--- config.mk ---
export PLATFORM = sky130hd
export DESIGN_NAME = sram_march_bist_ctrl
export DESIGN_NICKNAME = d
export VERILOG_FILES = /design/src/rtl/sram_bist_pkg.sv /design/src/rtl/sram_bist_cmp.sv /design/src/rtl/sram_march_bist_ctrl.sv
export SDC_FILE = /design/constraint.sdc
export NUM_CORES = 1
export LEC_CHECK = 0
export CAP_MARGIN = 15
export CELL_PAD_IN_SITES_DETAIL_PLACEMENT = 0
export CELL_PAD_IN_SITES_GLOBAL_PLACEMENT = 1
export CORE_MARGIN = 2
export CORE_UTILIZATION = 24
export DETAILED_ROUTE_END_ITERATION = 7
export GPL_TIMING_DRIVEN = 0
export HOLD_SLACK_MARGIN = 0.06
export PLACE_DENSITY = 0.64
export SYNTH_ARGS = -nofsm -noshare
export SYNTH_HDL_FRONTEND = slang
export SYNTH_SLANG_ARGS = --single-unit
--- constraint.sdc ---
create_clock -name A_CLK -period 3.5 [get_ports A_CLK]
set_input_delay 0.525 -clock A_CLK [delete_from_list [all_inputs] [get_ports A_CLK]]
set_output_delay 0.525 -clock A_CLK [all_outputs]
set_load 0.1 [all_outputs]
--- src/rtl/sram_bist_pkg.sv ---
// Shared types for the March C- SRAM BIST controller: FSM states and the
// per-element march encoding (direction, operation sequence, backgrounds).
package sram_bist_pkg;

    localparam int unsigned NUM_ELEM = 6;

    typedef enum logic [1:0] {
        ST_IDLE,
        ST_RUN,
        ST_DRAIN,
        ST_DONE
    } bist_state_t;

    typedef enum logic {
        DIR_UP,
        DIR_DOWN
    } march_dir_t;

    // Two-op elements always issue the read first, then the write.
    typedef struct packed {
        march_dir_t dir;
        logic       has_rd;
        logic       has_wr;
        logic       rd_bg;
        logic       wr_bg;
    } march_elem_t;

    function automatic march_elem_t march_elem(input logic [2:0] idx);
        case (idx)
            3'd0:    return '{DIR_UP,   1'b0, 1'b1, 1'b0, 1'b0};
            3'd1:    return '{DIR_UP,   1'b1, 1'b1, 1'b0, 1'b1};
            3'd2:    return '{DIR_UP,   1'b1, 1'b1, 1'b1, 1'b0};
            3'd3:    return '{DIR_DOWN, 1'b1, 1'b1, 1'b0, 1'b1};
            3'd4:    return '{DIR_DOWN, 1'b1, 1'b1, 1'b1, 1'b0};
            3'd5:    return '{DIR_UP,   1'b1, 1'b0, 1'b0, 1'b0};
            default: return '{DIR_UP,   1'b0, 1'b0, 1'b0, 1'b0};
        endcase
    endfunction

endpackage

--- src/rtl/sram_bist_cmp.sv ---
// One-stage pipelined read checker: registers the expectation with each read,
// compares against SRAM data at the next edge. SRAM_BIST_DIAG_EN enables the count.
module sram_bist_cmp #(
    parameter int P_DATA_WIDTH = 24,
    parameter int P_ADDR_WIDTH = 14
) (
    input  logic                    clk,
    input  logic                    rst_n,
    input  logic                    clr,
    input  logic                    rd_issue,
    input  logic [P_DATA_WIDTH-1:0] rd_exp,
    input  logic [P_ADDR_WIDTH-1:0] rd_addr,
    input  logic [2:0]              rd_elem,
    input  logic [P_DATA_WIDTH-1:0] rd_data,
    output logic                    fail,
    output logic [P_ADDR_WIDTH-1:0] fail_addr,
    output logic [2:0]              fail_elem,
    output logic [15:0]             fail_cnt
);

    logic                    pend_vld;
    logic [P_DATA_WIDTH-1:0] pend_exp;
    logic [P_ADDR_WIDTH-1:0] pend_addr;
    logic [2:0]              pend_elem;
    logic                    mismatch;

    assign mismatch = pend_vld && (rd_data != pend_exp);

    always_ff @(posedge clk or negedge rst_n) begin
        if (!rst_n) begin
            pend_vld  <= 1'b0;
            pend_exp  <= '0;
            pend_addr <= '0;
            pend_elem <= '0;
            fail      <= 1'b0;
            fail_addr <= '0;
            fail_elem <= '0;
        end else if (clr) begin
            pend_vld  <= 1'b0;
            pend_exp  <= '0;
            pend_addr <= '0;
            pend_elem <= '0;
            fail      <= 1'b0;
            fail_addr <= '0;
            fail_elem <= '0;
        end else begin
            pend_vld <= rd_issue;
            if (rd_issue) begin
                pend_exp  <= rd_exp;
                pend_addr <= rd_addr;
                pend_elem <= rd_elem;
            end
            // Only the first mismatch after a start is recorded.
            if (mismatch && !fail) begin
                fail      <= 1'b1;
                fail_addr <= pend_addr;
                fail_elem <= pend_elem;
            end
        end
    end

`ifdef SRAM_BIST_DIAG_EN
    always_ff @(posedge clk or negedge rst_n) begin
        if (!rst_n) begin
            fail_cnt <= '0;
        end else if (clr) begin
            fail_cnt <= '0;
        end else if (mismatch && (fail_cnt != '1)) begin
            fail_cnt <= fail_cnt + 16'd1;
        end
    end
`else
    assign fail_cnt = '0;
`endif

endmodule

--- src/rtl/sram_march_bist_ctrl.sv ---
// March C- SRAM BIST sequencer. Define SRAM_BIST_DIAG_EN to run to completion
// and count all mismatches; otherwise the test stops at the first mismatch.
module sram_march_bist_ctrl
    import sram_bist_pkg::*;
#(
    parameter int P_DATA_WIDTH = 24,
    parameter int P_ADDR_WIDTH = 14
) (
    input  logic                    A_CLK,
    input  logic                    A_RST_N,
    input  logic                    A_START,
    output logic                    A_BUSY,
    output logic                    A_DONE,
    output logic                    A_FAIL,
    output logic [P_ADDR_WIDTH-1:0] A_FAIL_ADDR,
    output logic [2:0]              A_FAIL_ELEM,
    output logic [15:0]             A_FAIL_CNT,
    output logic                    A_BIST_EN,
    output logic                    A_BIST_MEN,
    output logic                    A_BIST_WEN,
    output logic                    A_BIST_REN,
    output logic [P_ADDR_WIDTH-1:0] A_BIST_ADDR,
    output logic [P_DATA_WIDTH-1:0] A_BIST_DIN,
    output logic [P_DATA_WIDTH-1:0] A_BIST_BM,
    output logic                    A_BIST_CLK,
    input  logic [P_DATA_WIDTH-1:0] A_BIST_DOUT
);

    bist_state_t             state, state_nxt;
    logic [2:0]              elem;
    logic [P_ADDR_WIDTH-1:0] cnt;
    logic                    phase;
    march_elem_t             cfg;
    logic [P_ADDR_WIDTH-1:0] phys_addr;
    logic                    start_ok, issue, is_rd, is_wr;
    logic                    last_op, last_addr, last_elem;
    logic                    fail, halt;

`ifdef SRAM_BIST_DIAG_EN
    assign halt = 1'b0;
`else
    assign halt = fail;
`endif

    assign A_BIST_CLK = A_CLK;

    always_ff @(posedge A_CLK or negedge A_RST_N) begin
        if (!A_RST_N) state <= ST_IDLE;
        else          state <= state_nxt;
    end

    // The counter always runs upward; down elements address the inverted count.
    always_comb begin
        cfg       = march_elem(elem);
        phys_addr = (cfg.dir == DIR_DOWN) ? ~cnt : cnt;
        start_ok  = ((state == ST_IDLE) || (state == ST_DONE)) && A_START;
        issue     = (state == ST_RUN) && !halt;
        is_rd     = issue && cfg.has_rd && !phase;
        is_wr     = issue && !is_rd;
        last_op   = !(cfg.has_rd && cfg.has_wr) || phase;
        last_addr = (cnt == '1);
        last_elem = (elem == 3'(NUM_ELEM - 1));

        state_nxt = state;
        case (state)
            ST_IDLE, ST_DONE: if (A_START) state_nxt = ST_RUN;
            ST_RUN: begin
                if (halt)                               state_nxt = ST_DONE;
                else if (last_op && last_addr && last_elem) state_nxt = ST_DRAIN;
            end
            ST_DRAIN: state_nxt = ST_DONE;
            default:  state_nxt = ST_IDLE;
        endcase

        A_BUSY      = (state == ST_RUN) || (state == ST_DRAIN);
        A_DONE      = (state == ST_DONE);
        A_BIST_EN   = A_BUSY;
        A_BIST_MEN  = issue;
        A_BIST_WEN  = is_wr;
        A_BIST_REN  = is_rd;
        A_BIST_ADDR = issue ? phys_addr : '0;
        A_BIST_DIN  = is_wr ? {P_DATA_WIDTH{cfg.wr_bg}} : '0;
        A_BIST_BM   = '1;
    end

    always_ff @(posedge A_CLK or negedge A_RST_N) begin
        if (!A_RST_N) begin
            elem  <= '0;
            cnt   <= '0;
            phase <= 1'b0;
        end else if (start_ok) begin
            elem  <= '0;
            cnt   <= '0;
            phase <= 1'b0;
        end else if (issue) begin
            if (!last_op) begin
                phase <= 1'b1;
            end else begin
                phase <= 1'b0;
                cnt   <= cnt + 1'b1;
                if (last_addr) elem <= elem + 3'd1;
            end
        end
    end

    sram_bist_cmp #(
        .P_DATA_WIDTH(P_DATA_WIDTH),
        .P_ADDR_WIDTH(P_ADDR_WIDTH)
    ) u_cmp (
        .clk      (A_CLK),
        .rst_n    (A_RST_N),
        .clr      (start_ok),
        .rd_issue (is_rd),
        .rd_exp   ({P_DATA_WIDTH{cfg.rd_bg}}),
        .rd_addr  (phys_addr),
        .rd_elem  (elem),
        .rd_data  (A_BIST_DOUT),
        .fail     (fail),
        .fail_addr(A_FAIL_ADDR),
        .fail_elem(A_FAIL_ELEM),
        .fail_cnt (A_FAIL_CNT)
    );

    assign A_FAIL = fail;

endmodule

Word level (Yosys, flattened, before mapping)
Index checks and enable logic that the tools add are counted.
{"block": "op_classes", "shift": 0, "muxes": 31, "addsub": 2, "magnitude_cmp": 0, "eq_ne": 12, "reduce_logical": 28, "bitwise_logic": 1, "div": 0, "n_mul": 0}
{"operator": "$mux W14", "n": 9}
{"operator": "$mux W24", "n": 3}
{"operator": "$pmux W5 S6", "n": 1}
{"operator": "$mux W3", "n": 8}
{"operator": "$ne A24 B24 Y1", "n": 1}
{"operator": "$add A14 B1 Y14 const B", "n": 1}
{"operator": "$eq A14 B14 Y1 const B", "n": 1}
{"operator": "$not A14 Y14", "n": 1}
{"operator": "$logic_and A1 B1 Y1", "n": 10}
{"operator": "$reduce_bool A2 Y1", "n": 5}
{"operator": "$eq A3 B2 Y1 const B", "n": 2}
{"operator": "$eq A3 B3 Y1 const B", "n": 2}
{"operator": "$mux W1", "n": 6}
{"operator": "$mux W2", "n": 3}
{"operator": "$pmux W2 S3", "n": 1}
{"operator": "$eq A2 B2 Y1 const B", "n": 2}
{"operator": "$logic_not A1 Y1", "n": 4}
{"operator": "$reduce_and A2 Y1", "n": 2}
{"operator": "$add A3 B1 Y3 const B", "n": 1}
{"operator": "$eq A3 B1 Y1 const B", "n": 1}
{"operator": "$logic_not A3 Y1", "n": 1}
{"operator": "$logic_or A1 B1 Y1", "n": 3}
{"operator": "$ne A3 B1 Y1 const B", "n": 1}
{"operator": "$reduce_and A3 Y1", "n": 1}
{"operator": "4 further kinds", "n": 4}
{"block": "totals", "ff_bits": 80, "wordCells": 85, "ramBits": 0, "memories": 0, "mem_bits_ro": 0, "latchBits": 0}

Longest topological paths before layout
Gate-level depths: netlist of the first run.
{"block": "logic_depth", "ltp_word": 10, "depth_mapped": 9, "depth_no_buf": 7}

Hierarchy
From an unflattened synthesis of the first run, not the netlist that was laid out.
{"block": "unflattened", "cells_unflattened": 557, "area_unflattened_um2": 5228.8}
{"module": "sram_bist_cmp", "instances": 1, "area_per_inst_um2": 3260.6, "seq_area_each_um2": 1501.4, "cells_each": 322}
{"module": "sram_march_bist_ctrl", "instances": 1, "area_per_inst_um2": 1968.1, "seq_area_each_um2": 500.5, "cells_each": 235}

==> impl_metrics.xml, run 1 <==
<?xml version="1.0" encoding="UTF-8"?>
<metrics>
  <group name="timing">
    <metric name="slew_violations" unit="">0</metric>
    <metric name="finClkSkew" unit="ns">0.00666</metric>
    <metric name="holdWs" unit="ns">0.0551</metric>
    <metric name="finalCriticalPeriod" unit="ns">3.36</metric>
    <metric name="totalNegativeSetupSlack" unit="ns">0</metric>
    <metric name="max_clock_freq" unit="MHz">298</metric>
    <metric name="hold_viol_final" unit="">0</metric>
    <metric name="rsz0062_at_grt" unit="">no</metric>
    <metric name="min_period_over_period" unit="%">95.9</metric>
    <metric name="final-setup-viol-count" unit="">0</metric>
    <metric name="worst_slew_margin_rel" unit="%">34.0</metric>
    <metric name="timing_worst_slew_pin_value" unit="ns">0.986</metric>
  </group>
  <group name="worst_setup_path">
    <metric name="type_of_element_capturing_the_critical_path" unit="">output pin</metric>
    <metric name="ordered_list_of_cells_on_the_worst_path" unit="">inv_1 -&gt; ha_1 -&gt; nand2b_1 -&gt; clkbuf_2 -&gt; a211o_4 -&gt; clkinv_8 -&gt; dlygate4sd2_1</metric>
    <metric name="worst-setup-path-type" unit="">reg2out</metric>
    <metric name="crit_slowest_cell" unit="">sky130_fd_sc_hd__dlygate4sd2_1</metric>
    <metric name="reg2reg_depth" unit="">8</metric>
    <metric name="critPathCapture" unit="">A_BIST_REN</metric>
    <metric name="timing.rr.end" unit="">u_cmp.pend_addr[4]$_DFFE_PN0P_</metric>
    <metric name="critPathTopFamily" unit="">buffers and inverters</metric>
    <metric name="critPathLaunch" unit="">state[1]$_DFFE_PN0P_</metric>
    <metric name="cp-start-kind" unit="">flop</metric>
    <metric name="critical_path.max_stage_delay" unit="ns">0.86</metric>
    <metric name="crit_required" unit="ns">2.97</metric>
    <metric name="regToRegSetupSlack" unit="ns">1.20</metric>
    <metric name="cp.buffers_inverters" unit="">4</metric>
    <metric name="crit_path_max_fo" unit="">11</metric>
    <metric name="cp.depth" unit="">7</metric>
    <metric name="timing.critical_path.arrival" unit="ns">2.83</metric>
    <metric name="reg2reg_from" unit="">elem[0]$_DFFE_PN0P_</metric>
  </group>
  <group name="run_status">
    <metric name="run_status" unit="">complete, no violations</metric>
  </group>
  <group name="synthesis">
    <metric name="cells_after_synth" unit="">379</metric>
    <metric name="postSynthAreaPerCell" unit="sq um">9.07</metric>
    <metric name="ys_warn_count" unit="">0</metric>
    <metric name="yosysMostFrequentCell" unit="">sky130_fd_sc_hd__buf_4</metric>
    <metric name="synth_top_area_cell" unit="">sky130_fd_sc_hd__dfrtp_1</metric>
    <metric name="synthArstFlopShare" unit="%">100</metric>
    <metric name="number_of_unique_standard_cell_types_used_by_synthesis" unit="">41</metric>
    <metric name="synth-edff-count" unit="">0</metric>
    <metric name="synthFlopType" unit="">sky130_fd_sc_hd__dfrtp_1</metric>
    <metric name="synth_seq_cells" unit="">57</metric>
    <metric name="synthDominantCellAreaShare" unit="%">41.5</metric>
    <metric name="netlist_top_cells_area" unit="">sky130_fd_sc_hd__dfrtp_1, sky130_fd_sc_hd__buf_4, sky130_fd_sc_hd__nor2_1</metric>
    <metric name="share_of_synthesized_area_occupied_by_flip_flops_and_latches" unit="%">41.5</metric>
    <metric name="synth.cells.most_frequent" unit="">sky130_fd_sc_hd__buf_4, sky130_fd_sc_hd__nor2_1, sky130_fd_sc_hd__dfrtp_1, sky130_fd_sc_hd__a21oi_1, sky130_fd_sc_hd__xor2_1</metric>
    <metric name="synth_area" unit="sq mm">0.00344</metric>
  </group>
  <group name="clocking">
    <metric name="hold_buffers" unit="">0</metric>
    <metric name="clkTransAtPathRegs" unit="ns">0.05</metric>
    <metric name="clock_insertion_delay_worst_skew" unit="ns">0.43</metric>
    <metric name="cts_tree" unit="">yes</metric>
  </group>
  <group name="die">
    <metric name="effective_utilization_at_floorplan" unit="%">24.7</metric>
    <metric name="core_region_area" unit="sq mm">0.0139</metric>
    <metric name="design.die.area" unit="sq mm">0.0153</metric>
    <metric name="die_h" unit="um">124</metric>
    <metric name="top_level_ports" unit="">130</metric>
    <metric name="rows" unit="">43</metric>
    <metric name="die-width" unit="um">124</metric>
  </group>
  <group name="layout">
    <metric name="final_layout_size_suffix_gt1_share" unit="%">26.8</metric>
    <metric name="fillers" unit="">1405</metric>
    <metric name="syn_to_final_growth" unit="%">45.4</metric>
    <metric name="layout.area.seq" unit="sq mm">0.00143</metric>
    <metric name="number_of_nets_in_the_finished_design" unit="">561</metric>
    <metric name="final-instance-count-excl-fill" unit="">709</metric>
    <metric name="num_antenna_cells" unit="">0</metric>
    <metric name="final_core_utilization" unit="%">35.9</metric>
    <metric name="multiInputGateArea" unit="sq mm">0.00159</metric>
    <metric name="postLayoutCellArea" unit="sq mm">0.00500</metric>
  </group>
  <group name="place">
    <metric name="placed_cells" unit="">687</metric>
    <metric name="detailedPlacementHpwl" unit="um">6800</metric>
    <metric name="place.port_buffers" unit="">89</metric>
    <metric name="finalWeightedCongestion" unit="">0.793</metric>
    <metric name="dpl_cell_area" unit="sq mm">0.00475</metric>
  </group>
  <group name="min_path">
    <metric name="worst_hold_path_type" unit="">in2async</metric>
  </group>
  <group name="power_and_ir_drop">
    <metric name="leakage" unit="nW">2.38</metric>
    <metric name="power_per_unit_of_standard_cell_area" unit="mW/mm^2">601</metric>
    <metric name="peakVddDrop" unit="V">0.00104</metric>
  </group>
  <group name="global_route">
    <metric name="pin_count_of_the_biggest_net_entering_global_routing" unit="">40</metric>
    <metric name="overflow" unit="">0</metric>
    <metric name="antenna_found_initial" unit="">0</metric>
    <metric name="grt_first_pass_wirelength" unit="um">14200</metric>
    <metric name="first_global_vias" unit="">2801</metric>
    <metric name="total_track_usage" unit="%">12.4</metric>
  </group>
  <group name="run">
    <metric name="max-cap-violations" unit="">0</metric>
  </group>
  <group name="detailed_routing">
    <metric name="wl_per_cell" unit="um">13.0</metric>
    <metric name="detailed_route_via_count" unit="">2988</metric>
    <metric name="detailedRoute.firstIterationViolations" unit="">157</metric>
    <metric name="ant_nets" unit="">0</metric>
    <metric name="drt_pre_antenna_iters" unit="">4</metric>
    <metric name="routed_wire_length" unit="um">9240</metric>
    <metric name="drcViolationCount" unit="">0</metric>
    <metric name="vias_per_cell" unit="">4.21</metric>
  </group>
</metrics>
-- repair_timing --
action,4_1_cts,5_1_grt
endpoints found under the setup margin,41,39
cloned,1,0
gates resized for setup,156,45
buffers inserted,0,2
pin swaps,1,1
-- metrics by stage --
step | setup slack [ns] | total power [mW]
2_1_floorplan | 0.0309 | 1.71
3_3_place_gp | -0.396 | 1.98
3_5_place_dp | -0.401 | 1.99
4_1_cts | 0.00560 | 3.04
5_1_grt | 0.00387 | 3.14
6_report | 0.143 | 3.00
-- placed cells by master (no fill, tap or decap), types with 12 or more instances in the layout --
cell type | synthesis | layout
sky130_fd_sc_hd__xor2_1 | 20 | 20
sky130_fd_sc_hd__a21oi_1 | 30 | 29
sky130_fd_sc_hd__conb_1 | 2 | 40
sky130_fd_sc_hd__clkdlybuf4s50_1 | 0 | 46
sky130_fd_sc_hd__nor2_1 | 59 | 59
sky130_fd_sc_hd__nand2_1 | 16 | 16
sky130_fd_sc_hd__clkbuf_4 | 0 | 12
sky130_fd_sc_hd__a22o_1 | 17 | 17
sky130_fd_sc_hd__dfrtp_1 | 57 | 56
sky130_fd_sc_hd__buf_2 | 3 | 26
sky130_fd_sc_hd__clkbuf_16 | 0 | 12
sky130_fd_sc_hd__buf_4 | 66 | 69
-- layer usage --
layer  vias up  global-route usage [%]  wire (um)
li1       1484                       -          -
met1      1408                    15.0       4040
met2        83                    19.9       4530
met3        13                    4.72        521
met4         0                    5.18        153
met5         -                       0          0
-- worst register-to-register path, delay by kind of cell, from the launching register on --
kind	cells	cell delay [ns]
simple gates	2	0.13
flops	1	0.44
fa+ha+maj	2	0.49
compound gates	2	0.48
buf+inv	1	0.35
xor+xnor	1	0.26
-- how the worst min path moves through the flow --
stage	end	slack (ns)	cells after the start
after detailed placement	u_cmp.fail_elem[2]$_DFFE_PN0P_	0.48	1
after global routing	u_cmp.fail_elem[1]$_DFFE_PN0P_	0.08	1
after CTS	u_cmp.pend_elem[0]$_DFFE_PN0P_	0.07	1
final	u_cmp.fail_elem[1]$_DFFE_PN0P_	0.06	1
after global placement	u_cmp.fail_elem[0]$_DFFE_PN0P_	0.47	1
after floorplan	cnt[0]$_DFFE_PN0P_	0.23	0
-- flip-flops by register name, indices dropped and copies added, names as in the netlist --
signal	cells
elem	3
cnt	14
u_cmp.fail_addr	14
u_cmp.pend_addr	14
u_cmp.pend_elem	3
state	2
u_cmp.pend_vld	1
u_cmp.pend_exp	1
u_cmp.fail_elem	3
u_cmp.fail	1
phase	1
-- layout make-up --
class                           instances  area share (%)
Buffer                                 82            11.4
Multi-Input combinational cell        268            31.7
Clock inverter                          3           0.801
Sequential cell                        57            28.6
Tap cell                              180            4.51
Timing Repair Buffer                   92            15.1
Inverter                               11            1.08
Clock buffer                           16            6.81
-- where the power goes --
| part | switching [mW] | total (mW) | internal (mW) |
|---|---|---|---|
| clock network | 0.407 | 1.16 | 0.752 |
| registers | 0.0238 | 0.708 | 0.684 |
| logic | 0.882 | 1.14 | 0.254 |
| total | 1.31 | 3.00 | 1.69 |
-- kinds of logic (layout without fill, tap and decap cells) --
| kind of cell | count (synthesis) | count (layout) | share of synthesized area [%] |
|---|---|---|---|
| xor gates and xnor gates | 21 | 21 | 5.35 |
| DFF | 57 | 57 | 41.5 |
| muxes | 2 | 2 | 0.582 |
| adders and majority gates | 9 | 9 | 3.28 |
| and+or+nand+nor | 119 | 120 | 15.8 |
| AOI/OAI and AO/OA | 76 | 76 | 15.6 |
| buffers and inverters | 93 | 204 | 17.7 |
| other | 2 | 40 | 0.219 |
Note: power is estimated with default switching activity, not from simulation.
==> run 2: changes to the inputs <==
--- a/config.mk
+++ b/config.mk
@@ -14,6 +14,8 @@
 export GPL_TIMING_DRIVEN = 0
 export HOLD_SLACK_MARGIN = 0.06
 export PLACE_DENSITY = 0.64
+export RECOVER_POWER = 50
+export SLEW_MARGIN = 20
 export SYNTH_ARGS = -nofsm -noshare
 export SYNTH_HDL_FRONTEND = slang
 export SYNTH_SLANG_ARGS = --single-unit
==> run 2 against run 1 <==
Sequential power about the same. First-iteration DRC count grew 20%. Worst hold slack better by 0.37 ns. Largest cell class unchanged.
==> impl_metrics.xml, run 2 (synthesis gave the netlist of run 1 again) <==
<?xml version="1.0" encoding="UTF-8"?>
<metrics>
  <group name="run_status">
    <metric name="run_status" unit="">complete, no violations</metric>
  </group>
  <group name="timing">
    <metric name="finalCriticalPeriod" unit="ns">3.35</metric>
    <metric name="hold_viol_final" unit="">0</metric>
    <metric name="finClkSkew" unit="ns">0.00674</metric>
    <metric name="slew_violations" unit="">0</metric>
    <metric name="min_period_over_period" unit="%">95.7</metric>
    <metric name="worst_slew_margin_rel" unit="%">4.57</metric>
    <metric name="timing_worst_slew_pin_value" unit="ns">1.43</metric>
    <metric name="rsz0062_at_grt" unit="">no</metric>
    <metric name="final-setup-viol-count" unit="">0</metric>
    <metric name="max_clock_freq" unit="MHz">299</metric>
  </group>
  <group name="detailed_routing">
    <metric name="wl_per_cell" unit="um">13.0</metric>
    <metric name="routed_wire_length" unit="um">9220</metric>
    <metric name="detailedRoute.firstIterationViolations" unit="">189</metric>
    <metric name="drt_pre_antenna_iters" unit="">4</metric>
    <metric name="ant_nets" unit="">0</metric>
    <metric name="vias_per_cell" unit="">4.22</metric>
    <metric name="drcViolationCount" unit="">0</metric>
    <metric name="detailed_route_via_count" unit="">2994</metric>
  </group>
  <group name="min_path">
    <metric name="worst_hold_path_type" unit="">in2async</metric>
  </group>
  <group name="worst_setup_path">
    <metric name="regToRegSetupSlack" unit="ns">0.56</metric>
    <metric name="crit_path_max_fo" unit="">11</metric>
    <metric name="cp-start-kind" unit="">flop</metric>
    <metric name="crit_required" unit="ns">2.97</metric>
    <metric name="timing.critical_path.arrival" unit="ns">2.82</metric>
    <metric name="type_of_element_capturing_the_critical_path" unit="">output pin</metric>
    <metric name="worst-setup-path-type" unit="">reg2out</metric>
  </group>
  <group name="place">
    <metric name="finalWeightedCongestion" unit="">0.793</metric>
    <metric name="place.port_buffers" unit="">89</metric>
    <metric name="detailedPlacementHpwl" unit="um">6680</metric>
  </group>
  <group name="clocking">
    <metric name="cts_tree" unit="">yes</metric>
    <metric name="clkTransAtPathRegs" unit="ns">0.05</metric>
    <metric name="clock_insertion_delay_worst_skew" unit="ns">0.44</metric>
  </group>
  <group name="die">
    <metric name="core_region_area" unit="sq mm">0.0139</metric>
    <metric name="design.die.area" unit="sq mm">0.0153</metric>
    <metric name="die-width" unit="um">124</metric>
    <metric name="rows" unit="">43</metric>
    <metric name="effective_utilization_at_floorplan" unit="%">24.7</metric>
    <metric name="top_level_ports" unit="">130</metric>
    <metric name="die_h" unit="um">124</metric>
  </group>
  <group name="layout">
    <metric name="syn_to_final_growth" unit="%">44.3</metric>
    <metric name="commonest_non_fill_non_tap_cells_in_the_layout" unit="">sky130_fd_sc_hd__buf_4, sky130_fd_sc_hd__nor2_1, sky130_fd_sc_hd__dfrtp_1</metric>
    <metric name="largest_registers" unit="">cnt (14), u_cmp.fail_addr (14), u_cmp.pend_addr (14)</metric>
    <metric name="fillers" unit="">1414</metric>
    <metric name="final_common_cell" unit="">sky130_fd_sc_hd__buf_4</metric>
    <metric name="final_layout_size_suffix_gt1_share" unit="%">25.7</metric>
    <metric name="num_antenna_cells" unit="">0</metric>
    <metric name="number_of_nets_in_the_finished_design" unit="">561</metric>
    <metric name="final_core_utilization" unit="%">35.6</metric>
  </group>
  <group name="global_route">
    <metric name="antenna_found_initial" unit="">0</metric>
    <metric name="first_global_vias" unit="">2865</metric>
    <metric name="overflow" unit="">0</metric>
    <metric name="total_track_usage" unit="%">12.5</metric>
    <metric name="grt_first_pass_wirelength" unit="um">14400</metric>
    <metric name="pin_count_of_the_biggest_net_entering_global_routing" unit="">56</metric>
  </group>
  <group name="power_and_ir_drop">
    <metric name="leakage" unit="nW">2.36</metric>
    <metric name="p_total" unit="mW">2.99</metric>
    <metric name="power_per_unit_of_standard_cell_area" unit="mW/mm^2">602</metric>
    <metric name="peakVddDrop" unit="V">0.00101</metric>
  </group>
  <group name="run">
    <metric name="max-cap-violations" unit="">0</metric>
  </group>
</metrics>
## run 2: changes by cell type in the layout (fill, tap and decap cells not counted), sizes merged
| cell | before | now |
|---|---|---|
| buf | 98 | 90 |
| clkbuf | 43 | 50 |
| dlygate4sd3 | 0 | 2 |
| clkdlybuf4s15 | 0 | 1 |
| clkdlybuf4s50 | 46 | 45 |
## run 2: per-stage QoR
| stage | std cells | worst slack, ns | setup TNS [ns] | area [sq um] | hold WS, ns |
|---|---|---|---|---|---|
| 2_1_floorplan | 417 | 0.0309 | 0 | 3620 | 0.229 |
| 3_3_place_gp | 686 | -0.396 | -11.18 | 4730 | 0.474 |
| 3_5_place_dp | 687 | -0.388 | -12.36 | 4760 | 0.331 |
| 4_1_cts | 708 | 0.00672 | 0 | 5050 | 0.429 |
| 5_1_grt | 710 | 0.0132 | 0 | 4960 | 0.442 |
| 6_report | 710 | 0.151 | 0 | 4960 | 0.423 |
## run 2: area by class of cell
class	instances	area, sq um	share of cell area (%)
multi-input combinational	268	1560	31.4
sequential	57	1430	28.8
timing repair buffer	92	756	15.2
buffer	82	564	11.4
clock buffer	17	334	6.73
tap	180	225	4.54
inverter	11	53.8	1.08
clock inverter	3	40.0	0.807
## run 2: routing by layer
layer  GRT usage [%]  wire length (um)  up-vias  part of all wire [%]
met1            15.3              4100     1410                    44
met3            4.26               514       12                   5.6
li1                -                 -     1490                     -
met2            20.5              4450       82                    48
met4            4.62               150        0                   1.6
met5               0                 0        -                     0
## run 2: path summary, 6_finish.rpt
check | startpoint | end | depth (start not counted)
min in group A_CLK | u_cmp.pend_addr[3]$_DFFE_PN0P_ | u_cmp.fail_addr[3]$_DFFE_PN0P_ | 1
min | A_RST_N | u_cmp.fail_elem[1]$_DFFE_PN0P_ | 2
max in group asynchronous | A_RST_N | u_cmp.fail$_DFFE_PN0P_ | 3
max | state[1]$_DFFE_PN0P_ | A_BIST_REN | 7
min reg2reg | u_cmp.pend_addr[3]$_DFFE_PN0P_ | u_cmp.fail_addr[3]$_DFFE_PN0P_ | 1
max reg2reg | elem[1]$_DFFE_PN0P_ | cnt[13]$_DFFE_PN0P_ | 7
## run 2: report_power, final
group          leakage [nW]  internal, mW  switching (mW)
sequential            0.787         0.684          0.0234
clock                 0.191         0.737           0.418
combinational          1.38         0.249           0.875
total                  2.36          1.67            1.32
## run 2: critical path, cell delays in order, from the launching register on
cell and delay, ns:
sky130_fd_sc_hd__dfrtp_1 0.39, sky130_fd_sc_hd__inv_1 0.08, sky130_fd_sc_hd__ha_1 0.16, sky130_fd_sc_hd__nand2b_1 0.08
sky130_fd_sc_hd__clkbuf_2 0.28, sky130_fd_sc_hd__a211o_4 0.41, sky130_fd_sc_hd__clkinv_8 0.09, sky130_fd_sc_hd__dlygate4sd2_1 0.88
## run 2: repair_timing
| item | 4_1_cts | 5_1_grt |
|---|---|---|
| hold buffers | 1 | 0 |
| setup buffers | 0 | 2 |
| gates cloned | 1 | 0 |
| pin swaps | 1 | 1 |
| endpoints found under the setup margin | 41 | 39 |
| endpoints found under the hold margin | 2 | 0 |
| resized for setup | 156 | 47 |
